File: src/rtl/xc_sha3_lane_seq.sv
// Keccak lane address sequencer: walks the 25 lanes of one state pass (y outer, x inner),
// drives the xc.sha3 index unit and registers base+index as a valid/ready address stream.
//
//  state | meaning
//  IDLE  | waiting for start with a legal mode; index function strobes all low
//  RUN   | output register holds a beat; counters hold the next beat to load

module xc_sha3_lane_seq #(
    parameter logic [1:0] LANE_SHAMT = 2'd3
) (
    input  logic        g_clk,
    input  logic        g_reset,
    input  logic        start,
    input  logic [2:0]  mode,
    input  logic [31:0] base_addr,
    input  logic        abort,
    output logic [31:0] idx_rs1,
    output logic [31:0] idx_rs2,
    output logic [1:0]  idx_shamt,
    output logic        idx_f_xy,
    output logic        idx_f_x1,
    output logic        idx_f_x2,
    output logic        idx_f_x4,
    output logic        idx_f_yx,
    input  logic [31:0] idx_result,
    output logic        out_valid,
    input  logic        out_ready,
    output logic [31:0] out_addr,
    output logic [2:0]  out_x,
    output logic [2:0]  out_y,
    output logic        out_last,
    output logic        busy,
    output logic        done
);

    typedef enum logic {
        IDLE = 1'b0,
        RUN  = 1'b1
    } state_t;

    state_t      state;
    logic [2:0]  x;
    logic [2:0]  y;
    logic        more;
    logic [31:0] base_q;
    logic [4:0]  fn_q;

    logic        mode_legal;
    logic [4:0]  mode_onehot;
    logic [2:0]  first_lhs;
    logic [31:0] first_idx;
    logic        accept;
    logic        load;

    assign idx_rs1   = {29'b0, x};
    assign idx_rs2   = {29'b0, y};
    assign idx_shamt = LANE_SHAMT;
    assign idx_f_xy  = fn_q[0];
    assign idx_f_x1  = fn_q[1];
    assign idx_f_x2  = fn_q[2];
    assign idx_f_x4  = fn_q[3];
    assign idx_f_yx  = fn_q[4];

    assign accept = out_valid & out_ready;
    assign load   = (~out_valid | accept) & more;

    // Beat 0 is (0,0) for every mode, so its index is a constant per mode and the
    // index unit does not have to be driven before the mode is latched.
    always_comb begin
        mode_legal  = (mode <= 3'd4);
        mode_onehot = 5'd0;
        first_lhs   = 3'd0;
        case (mode)
            3'd0: mode_onehot = 5'b00001;
            3'd1: begin mode_onehot = 5'b00010; first_lhs = 3'd1; end
            3'd2: begin mode_onehot = 5'b00100; first_lhs = 3'd2; end
            3'd3: begin mode_onehot = 5'b01000; first_lhs = 3'd4; end
            3'd4: mode_onehot = 5'b10000;
            default: mode_onehot = 5'd0;
        endcase
        first_idx = {29'b0, first_lhs} << LANE_SHAMT;
    end

    always_ff @(posedge g_clk) begin
        if (g_reset) begin
            state     <= IDLE;
            x         <= 3'd0;
            y         <= 3'd0;
            more      <= 1'b0;
            base_q    <= 32'd0;
            fn_q      <= 5'd0;
            out_valid <= 1'b0;
            out_addr  <= 32'd0;
            out_x     <= 3'd0;
            out_y     <= 3'd0;
            out_last  <= 1'b0;
            busy      <= 1'b0;
            done      <= 1'b0;
        end else begin
            done <= 1'b0;
            case (state)
                IDLE: begin
                    if (start && mode_legal) begin
                        state     <= RUN;
                        busy      <= 1'b1;
                        base_q    <= base_addr;
                        fn_q      <= mode_onehot;
                        out_valid <= 1'b1;
                        out_addr  <= base_addr + first_idx;
                        out_x     <= 3'd0;
                        out_y     <= 3'd0;
                        out_last  <= 1'b0;
                        x         <= 3'd1;
                        y         <= 3'd0;
                        more      <= 1'b1;
                    end
                end
                RUN: begin
                    if (abort || (accept && out_last)) begin
                        state     <= IDLE;
                        busy      <= 1'b0;
                        out_valid <= 1'b0;
                        out_last  <= 1'b0;
                        fn_q      <= 5'd0;
                        x         <= 3'd0;
                        y         <= 3'd0;
                        more      <= 1'b0;
                        done      <= ~abort;
                    end else if (load) begin
                        out_valid <= 1'b1;
                        out_addr  <= base_q + idx_result;
                        out_x     <= x;
                        out_y     <= y;
                        out_last  <= (x == 3'd4) && (y == 3'd4);
                        // counters park on (4,4) once the final lane is loaded
                        if (x == 3'd4) begin
                            if (y == 3'd4) begin
                                more <= 1'b0;
                            end else begin
                                x <= 3'd0;
                                y <= y + 3'd1;
                            end
                        end else begin
                            x <= x + 3'd1;
                        end
                    end
                end
                default: state <= IDLE;
            endcase
        end
    end

endmodule

File: config.mk
export PLATFORM = sky130hd
export DESIGN_NAME = xc_sha3_lane_seq
export DESIGN_NICKNAME = d
export VERILOG_FILES = /design/src/rtl/xc_sha3_lane_seq.sv
export SDC_FILE = /design/constraint.sdc
export NUM_CORES = 1
export LEC_CHECK = 0
export BUFFER_PORTS_ARGS = -buffer_cell sky130_fd_sc_hd__buf_2
export CAP_MARGIN = 10
export CELL_PAD_IN_SITES_DETAIL_PLACEMENT = 0
export CELL_PAD_IN_SITES_GLOBAL_PLACEMENT = 2
export CORE_UTILIZATION = 31
export DETAILED_ROUTE_END_ITERATION = 8
export HOLD_SLACK_MARGIN = 0.12
export PLACE_DENSITY_LB_ADDON = 0.1
export SETUP_SLACK_MARGIN = 0.4
export SLEW_MARGIN = 25
export SYNTH_ARGS = -nofsm -noshare
export SYNTH_HDL_FRONTEND = slang
export SYNTH_SLANG_ARGS = --single-unit
export TNS_END_PERCENT = 20
File: constraint.sdc
create_clock -name g_clk -period 4.91 [get_ports g_clk]
set_clock_uncertainty 0.2 [all_clocks]
set_input_delay 0.7365 -clock g_clk [delete_from_list [all_inputs] [get_ports g_clk]]
set_output_delay 0.7365 -clock g_clk [all_outputs]
set_load 0.1 [all_outputs]
Word level (Yosys, flattened, before mapping)
Cells that the tools add are included.
W data, S select, Z words.
{ "totals": {"elab_cells": 98, "out_inout_bits": 113, "register_bits": 87} }
{ "op_classes": {"reduce_logical": 13, "add_sub_neg": 4, "muxes": 45, "n_lt_le_gt_ge": 1, "eq_ne": 15, "n_bitwise": 7} }
{ "ops": {"columns": ["op", "count"], "rows": [
  ["$mux W32", 3],
  ["$pmux W32 S2", 1],
  ["$mux W3", 14],
  ["$add A32 B32 Y32", 1],
  ["$add A32 B6 Y32", 1],
  ["$pmux W5 S5", 1],
  ["$pmux W3 S2", 4],
  ["$mux W1", 13],
  ["$mux W5", 2],
  ["$pmux W1 S2", 5],
  ["$pmux W5 S2", 1],
  ["$eq A3 B3 Y1 const B", 3],
  ["$ne A3 B1 Y1 const B", 3],
  ["$pmux W3 S3", 1],
  ["$reduce_and A4 Y1", 2],
  ["$add A3 B1 Y3 const B", 2],
  ["$eq A3 B2 Y1 const B", 2],
  ["$reduce_and A2 Y1", 3],
  ["$reduce_and A3 Y1", 2],
  ["$ne A2 B1 Y1 const B", 2],
  ["$ne A2 B2 Y1 const B", 2],
  ["$ne A4 B4 Y1 const B", 1],
  ["$not A1 Y1", 4],
  ["$eq A3 B1 Y1 const B", 1],
  ["8 further kinds", 11]
]} }

Logic depth before layout (Yosys ltp)
{ "depth": {"word_depth": 6, "mapped_depth": 12, "mapped_depth_nobuf": 12} }

Worst setup path after synthesis
No wires, ideal clock.
{ "synth_path": {"kind": "input to register", "startpoint": "input port idx_result[0]", "endpoint": "register out_addr[30]", "required_ns": 4.607, "slack_ns": 1.592, "arrival_time_ns": 3.014, "path_stages": 10, "n_path_buf": 0, "setup_time_ns": 0.103, "cell_sequence": "ha_1 -> fa_1 -> a211oi_1 -> o21ai_2 -> a21oi_1 -> a211oi_1 -> a221oi_1 -> o21ai_1 -> mux2i_1 -> a2111oi_2"} }
{ "synth_via": {"elab_chain_len": 4} }
{ "synth_lines": {"columns": ["item", "line_no", "source"], "rows": [
  ["start: declaration", "25", "input logic [31:0] idx_result,"],
  ["$add A32 B32 Y32", "131", "out_addr <= base_q + idx_result;"],
  ["$mux W32", "129", "end else if (load) begin"],
  ["$mux W32", "119", "if (abort || (accept && out_last)) begin"],
  ["$pmux W32 S2", "101", "case (state)"],
  ["end signal: assignment", "109", "out_addr <= base_addr + first_idx;"],
  ["end signal: assignment", "131", null],
  ["end: declaration", "28", "output logic [31:0] out_addr,"]
]} }
Every way passes these cells. The select of a mux whose other input is x is not followed.
A chain may end at the register's enable or synchronous reset.

Worst setup path in the final report
Ends and elaborated chain as after synthesis.

==> metrics.txt <==
status=completed; clk_lat worst skew=0.36 ns; synth-to-layout area growth=13.41%; final HPWL from detailed placement=14700 um; MaxCap Viol Count=0; clk slew on worst S/H paths=0.08 ns; CP Max Fanout=4; FFs w/ async S/R, synth=0%; largest net degree at the start of global routing=52; Yosys warning count=0; share of cells above drive strength 1=17.87%; Critical Path End Type=flop; WL/cell=16.70 um; CTS H-tree lvls=3; Initial Util=31.64%; Tcrit/Tclk final=71.89%; sw frac=44.50%; Syn Inst Count=794; Final Routed Wirelength=19470 um; Seq/Total Area, Yosys=28.29%; Final WS setup=1.380 ns; pwr/cell area=328.8 mW/mm2; Mapped Area=0.006157 mm2; core region area=0.01946 mm2; internal power=1274 uW; die area=0.02043 mm2; first-pass GRT wire length=30460 um; min Tclk post-route=3.530 ns; postcts setup bufs=0; Synth Area per Inst=7.755 um2; worst relative slew slack=27.81%; top post-synthesis cells by area=dfxtp_1 28%, ha_1 7.7%, nand2_1 7.4%; Fmax=283.3 MHz; First DRT Iteration DRCs=303; Die Height=142.9 um; EDFF count, synth=0; placed cell area=0.006694 mm2; Synth Register Bits=87; Die X=142.9 um; IO Port Bufs=124; combinational fraction of design power=36.0%; Final Instance Area=0.006983 mm2; worst hold path type=flop to flop; I/O Pins=185; FP Rows=51; Main synth FF type=dfxtp_1; Place WS=1.056 ns; vias in the first global route=5618; antenna violations before repair=0; Setup CP Type=input port to flop; remaining global-route overflow=0; Critical Path Source Type=input port; DRC viols=0; P_leak=0.003011 uW; worst slew pin tran=1.079 ns; final setup TNS=0 ns; clock tree buffer depth=2; ANT nets after route=0; TritonCTS clock tree=done; nets=1008; CTS sink cnt=87; Clock power frac=30.3%; global-route usage over all layers=19.54%; Hold Fails Final Rpt=0; post-synth top area cell=dfxtp_1; Util after Layout=35.88%; Placer Congestion=0.8456; via/cell ratio=4.981; Unique masters post-synth=69; Crit path required time=4.96 ns; Final Setup Violations=0; # resized after CTS=0; TritonCTS buffer count=9; routed via count=5808; sw power=1022 uW; RSZ-0062 raised after global routing=no; Inserted Diodes=0; CTS Root Cell=clkbuf_16; Reg2Reg Setup Slack=1.57 ns; hold buffer count at cts=0; top cell type's share of synthesized area=28.29%; sequential share of power=33.7%; Pre-Repair DR Iteration Count=4; crit path DAT=3.58 ns; Slew Limit Fails=0; VDD IR max=150.7 uV
==> flip-flops by register name, indices dropped and copies added, names as in the netlist <==
register / cells
base_q: 32
busy: 1
done: 1
fn_q: 5
more: 1
out_addr: 32
out_last: 1
out_valid: 1
out_x: 3
out_y: 3
state: 1
x: 3
y: 3
==> cells by family after synthesis <==
group           Yosys count  synth area share, %
fa+ha+maj                40                8.372
simple gates            273                20.12
xor+xnor                 52                7.397
flops                    87                28.29
mux                       6               0.9755
compound gates          216                22.35
other cells               2               0.1220
buf+inv                 118                12.38
==> critical path: stages <==
cell and delay, ns:
buf_2 0.10, ha_1 0.22, fa_1 0.42, a211oi_1 0.43
o21ai_2 0.19, a21oi_1 0.21, a211oi_1 0.16, a221oi_1 0.46
o21ai_1 0.14, mux2i_1 0.15, a2111oi_2 0.35
==> area by class of cell <==
cell class,instances,area (um2)
multi-input cells,647,3872
fillers,2118,12480
clock inverters,7,63.81
repair buffers,131,673.1
well taps,265,331.6
inverters,20,75.07
clock buffers,9,225.2
flip-flops and latches,87,1742
==> stage by stage <==
stage                     power [uW]  hold slack [ns]  std cells
after floorplan                 1504           0.2400        852
after global placement          1614           0.2381       1150
after detailed placement        1617           0.2446       1150
after CTS                       2321           0.2556       1166
after global routing            2407           0.2655       1166
final                           2296           0.2545       1166
==> metal layers <==
| layer | vias to the layer above | share of wire [%] | GRT usage, % |
|---|---|---|---|
| li1 | 2894 | - | - |
| met1 | 2722 | 47 | 25.99 |
| met2 | 173 | 47 | 32.73 |
| met3 | 19 | 4.6 | 2.280 |
| met4 | 0 | 1.5 | 6.225 |
| met5 | - | 0 | 0 |
==> Yosys cell counts, types with 3 or more instances <==
| master | instances |
|---|---|
| nand4_1 | 7 |
| ha_1 | 38 |
| buf_4 | 60 |
| a21oi_1 | 89 |
| o211ai_1 | 7 |
| mux2i_1 | 6 |
| o21bai_1 | 8 |
| inv_1 | 20 |
| a31oi_1 | 3 |
| buf_6 | 3 |
| nand2b_1 | 5 |
| o22ai_1 | 6 |
| or3_1 | 3 |
| nor3_1 | 14 |
| nand2_1 | 122 |
| dfxtp_1 | 87 |
| xnor2_1 | 38 |
| a221oi_1 | 10 |
| nor2b_1 | 6 |
| and3_1 | 5 |
| a211oi_1 | 14 |
| nor2_1 | 65 |
| o21ai_0 | 32 |
| a2111oi_0 | 3 |
| a21o_1 | 8 |
| nor4_1 | 7 |
| xor2_1 | 14 |
| a22oi_1 | 5 |
| clkbuf_1 | 27 |
| nand3_1 | 23 |
| clkbuf_8 | 3 |
==> path summary, 6_finish.rpt <==
path / start / to / cells past startpoint
setup / recovery: idx_result[0] / out_addr[30] / 11
hold / removal: out_x[2] / out_x[2] / 2
setup reg to reg: base_q[0] / out_addr[30] / 10
hold reg to reg: out_x[2] / out_x[2] / 2
==> power by group through the flow <==
stage	sequential, uW	combinational, uW	clock [uW]
after detailed placement	791	826	0
after floorplan	971	532	0
after CTS	775	829	717
final	774	827	695
after global routing	781	884	742
after global placement	791	824	0
==> cells in the final DEF, fill, tap and decap left out, types with 3 or more instances in the layout <==
master       n
nand2b_1     5
inv_1       20
buf_4        7
and3_1       4
nor3_1      14
mux2i_1      6
clkbuf_16    9
ha_1        38
xnor2_1     38
a211oi_1    14
nand2_1    122
nor4_1       7
buf_2      124
conb_1      60
o22ai_1      6
nor2b_1      6
o21bai_1     8
o21ai_0     32
nor2_1      65
a21oi_1     89
a221oi_1    10
o211ai_1     7
a2111oi_0    3
xor2_1      14
dfxtp_1     87
a31oi_1      3
nand3_1     23
a21o_1       8
or3_1        3
nand4_1      7
a22oi_1      5
No activity file was read; power rests on OpenSTA's default activity.
